File: src/rtl/sap_clock_ctrl.sv
// sap_clock_ctrl: CPU clock-enable generator for the SAP trainer.
// Three modes: MANUAL (single step per button press), AUTO (divided
// free-run) and HALTED (sticky until rst). cpu_clk_en is the only thing
// that advances the CPU; cpu_clk is a toggling copy for an LED.
// Optional build macro SAP_CLKCTRL_STEPCNT_EN adds a 16-bit step_count output.
module sap_clock_ctrl #(
  parameter int                   DIV_WIDTH = 24,
  parameter logic [DIV_WIDTH-1:0] DIV_MAX   = 24'd5_999_999
) (
  input  logic        clk,
  input  logic        rst,
  input  logic        mode_auto,
  input  logic        step_req,
  input  logic        hlt,
  output logic        cpu_clk_en,
  output logic        cpu_clk,
  output logic        running,
`ifdef SAP_CLKCTRL_STEPCNT_EN
  output logic [15:0] step_count,
`endif
  output logic        halted
);

  typedef enum logic [1:0] {
    MANUAL = 2'd0,
    AUTO   = 2'd1,
    HALTED = 2'd2
  } state_t;

  state_t               state, state_nxt;
  logic [DIV_WIDTH-1:0] div, div_nxt;
  logic                 step_q;
  logic                 step_edge;
  logic                 strobe_nxt;

  // step_q resets high so a button held through reset must be released first
  assign step_edge = step_req & ~step_q;

  // State register
  always_ff @(posedge clk) begin
    if (rst) state <= MANUAL;
    else     state <= state_nxt;
  end

  // Next state, divider and strobe scheduling; hlt overrides everything
  always_comb begin
    state_nxt  = state;
    div_nxt    = '0;
    strobe_nxt = 1'b0;
    case (state)
      MANUAL: begin
        // divider held at 0 here, so every AUTO entry starts a full period
        if (mode_auto) state_nxt = AUTO;
        if (step_edge) strobe_nxt = 1'b1;
      end
      AUTO: begin
        if (!mode_auto) state_nxt = MANUAL;
        if (div == DIV_MAX) strobe_nxt = 1'b1;
        else                div_nxt    = div + DIV_WIDTH'(1);
      end
      HALTED: ;
      default: state_nxt = MANUAL;
    endcase
    if (hlt) begin
      state_nxt  = HALTED;
      strobe_nxt = 1'b0;
    end
  end

  // Registered datapath: divider, step history, strobe, LED clock, status
  always_ff @(posedge clk) begin
    if (rst) begin
      div        <= '0;
      step_q     <= 1'b1;
      cpu_clk_en <= 1'b0;
      cpu_clk    <= 1'b0;
      running    <= 1'b0;
      halted     <= 1'b0;
    end else begin
      div        <= div_nxt;
      step_q     <= step_req;
      cpu_clk_en <= strobe_nxt;
      cpu_clk    <= cpu_clk ^ strobe_nxt;
      // decoded from next state so status lines track the state register
      running    <= (state_nxt == AUTO);
      halted     <= (state_nxt == HALTED);
    end
  end

`ifdef SAP_CLKCTRL_STEPCNT_EN
  // Count every issued strobe; wraps naturally at 16 bits
  always_ff @(posedge clk) begin
    if (rst)             step_count <= '0;
    else if (strobe_nxt) step_count <= step_count + 16'd1;
  end
`endif

endmodule

File: config.mk
export PLATFORM = sky130hd
export DESIGN_NAME = sap_clock_ctrl
export DESIGN_NICKNAME = d
export VERILOG_FILES = /design/src/rtl/sap_clock_ctrl.sv
export SDC_FILE = /design/constraint.sdc
export NUM_CORES = 1
export LEC_CHECK = 0
export CAP_MARGIN = 20
export CORE_MARGIN = 2
export CORE_UTILIZATION = 40
export DETAILED_ROUTE_END_ITERATION = 7
export GPL_ROUTABILITY_DRIVEN = 1
export SYNTH_ARGS = -nofsm -noshare
export SYNTH_HDL_FRONTEND = slang
export SYNTH_SLANG_ARGS = --single-unit
File: constraint.sdc
create_clock -name clk -period 2.5 [get_ports clk]
set_clock_uncertainty 0.2 [all_clocks]
set_input_delay 0.375 -clock clk [delete_from_list [all_inputs] [get_ports clk]]
set_output_delay 0.375 -clock clk [all_outputs]
set_load 0.01 [all_outputs]
==> metrics.txt <==
die height 62.7 µm; Core Rows 21; synth unique cells 33; max-slew violation count 0; Clock Pin Slew Worst Setup and Hold Paths 90 ps; CP max FO 7; startpoint types flop; Hold Crit Class flop to flop; Switching Fraction 0.221; critical hold path startpoint div[0]; Skew-Pair Late Insertion Delay 330 ps; Yosys top cell area share 0.450; synthesized cell area 0.00138 mm²; die area 0.00394 mm²; number of synthesized register bits 31; final net count between 150 and 200; global-route wire length before repair 4600 µm; H-tree Lvls 2; Slew @ Worst Pin between 300 and 400 ps; CTS Sinks 31; DR iter-0 viols 28; Synth Flop Type dfxtp_1; Max Cap Violations 0; gr ovfl total 0; static leakage between 0.4 and 0.5 nW; status complete, no violations; Reg2Reg Depth 4; worst vdd ir 0.247 mV; Placer Congestion 0.815; all-layer global routing usage 0.147; hold path depth 1; combinational group share of total power 0.032; highest clock rate between 400 and 500 MHz; Die X approximately 63 µm; P_int ~0.00064 W; io pins 9; Core Util, Final 0.468; reg2reg end cpu_clk; Area Overhead vs Synth 13.2%; CP endpoint kind flop; Critical Path RT around 2500 ps; detailed-route wire length 2580 µm; Pwr per Cell Area 529 mW/mm²; Post-synth ARST share 0; Min-Delay Endpoint div[0]; Setup Buffers After CTS 0; final hold slack 275 ps; net switching power 0.000182 W; Syn Area/Cell 8.79 µm²; Ant. Diodes 0; clock share of power 0.360; register area share after synthesis 0.450; post-synth top area cell dfxtp_1; Cell Area, Placed 0.00151 mm²; critical path arrival 2240 ps; share of post-route cells with drive strength above 1 0.0833; CTS tree done; largest net degree at the start of global routing 25; final critical-path share of the clock period 0.884; Max Root-Sink Buffers 2; core area 0.00334 mm²; Post-DP HPWL roughly 1800 µm; total negative slack 0 ps; Rel. slew slack 0.732; critical path startpoint div[4]; Final min period 2210 ps; reg2reg start div[4]; synth warn 0; Routed WL per cell around 12 µm; RSZ-0062 raised after global routing no; Final setup viols 0; vias in the first global route 1,090; cts bufs inserted 5; vias per cell 5.41; Seq pwr share 0.609; via count 1,157; DRC Markers 0; antenna violations before repair 0; EDFF count, synth 0; port buffer count 8; CTS resizes 0; post-route design area 0.00156 mm²; cts hold-fix bufs 0; Cells after Synth 157; post-synth net total about 160; reg2reg setup slack 290 ps; Routed Antenna Nets 0; drt first pass iters 4; Root Driver clkbuf_4; Starting Density 0.414; endpoints failing hold 0; Synth area leaders dfxtp_1 (45%), xnor2_1 (6.3%), nor2_1 (6.0%), nand4_1 (4.1%), a21oi_1 (3.3%); Setup Crit Path Kind flop to flop
worst max-delay path by stage:
stage	slack (ps)	endpoint	cells past startpoint
after global placement	220	cpu_clk	4
after global routing	150	div[16]	5
after CTS	300	div[21]	4
after floorplan	520	div[16]	5
final	290	cpu_clk	4
after detailed placement	160	cpu_clk	4
cell usage in the layout, fill, tap and decap left out, drive strengths merged, types with 6 or more instances in the layout:
cell type / synthesis / final
clkdlybuf4s50: 0 / 8
clkbuf: 2 / 6
xnor2: 10 / 10
a21oi: 9 / 9
nand4: 9 / 9
dfxtp: 31 / 31
nor2: 22 / 22
nand2: 9 / 9
nand3: 7 / 7
through the flow:
| step | power [W] | instances | worst slack [ps] |
|---|---|---|---|
| after floorplan | 0.000525 | 157 | 518 |
| after global placement | 0.000540 | 207 | 222 |
| after detailed placement | 0.000541 | 207 | 163 |
| after CTS | 0.000836 | 214 | 298 |
| after global routing | 0.000863 | 214 | 147 |
| final | 0.000826 | 214 | 290 |
Yosys cell counts, types with 3 or more instances:
cell	instances
nand3_1	7
nand4_1	9
and4_1	4
o21ai_0	4
nor4_1	5
nor4b_1	3
or3_1	4
xor2_1	4
or4_1	5
nand2_1	9
o31ai_1	3
inv_1	5
xnor2_1	10
nor2_1	22
and3_1	3
a21oi_1	9
nor3_1	3
dfxtp_1	31
cells by family (layout without fill, tap and decap cells):
kind of cell | Yosys count | in the layout | synth area share
simple gates | 80 | 80 | 0.322
flops | 31 | 31 | 0.450
buf+inv | 10 | 21 | 0.0326
fa+ha+maj | 1 | 1 | 0.00906
xor+xnor | 14 | 14 | 0.0888
compound gates | 20 | 20 | 0.0898
mux | 1 | 1 | 0.00816
flip-flops by register name, summed over array words and instances (netlist names):
signal      count
cpu_clk_en      1
state           2
halted          1
running         1
step_q          1
cpu_clk         1
div            24
layout make-up:
| class | instances | area (µm²) |
|---|---|---|
| fill | 326 | 1770 |
| clock buffer | 6 | 51.3 |
| multi-input combinational | 116 | 722 |
| timing repair buffer | 9 | 87.6 |
| sequential | 31 | 621 |
| inverter | 5 | 18.8 |
| clock inverter | 1 | 5.00 |
| tap | 46 | 57.6 |
power by group through the flow:
stage / combinational, W / clock [W] / sequential, W
global placement: 0.0000258 / 0 / 0.000514
global route: 0.0000290 / 0.000330 / 0.000504
finish: 0.0000261 / 0.000297 / 0.000503
floorplan: 0.0000108 / 0 / 0.000515
CTS: 0.0000264 / 0.000306 / 0.000503
detailed placement: 0.0000262 / 0 / 0.000514
worst max-delay path: stages (launching register included):
cell     delay (ps)
dfxtp_1         460
nand4_1         330
or4_1           500
o31ai_1         260
mux2_2          370
per-layer routing:
metal	global-route usage	up-vias	part of all wire
met2	0.226	20	0.43
li1	-	604	-
met4	0.0611	0	0.017
met3	0.0595	5	0.033
met1	0.183	528	0.52
met5	0	-	0
(Power assumes the default switching activity.)
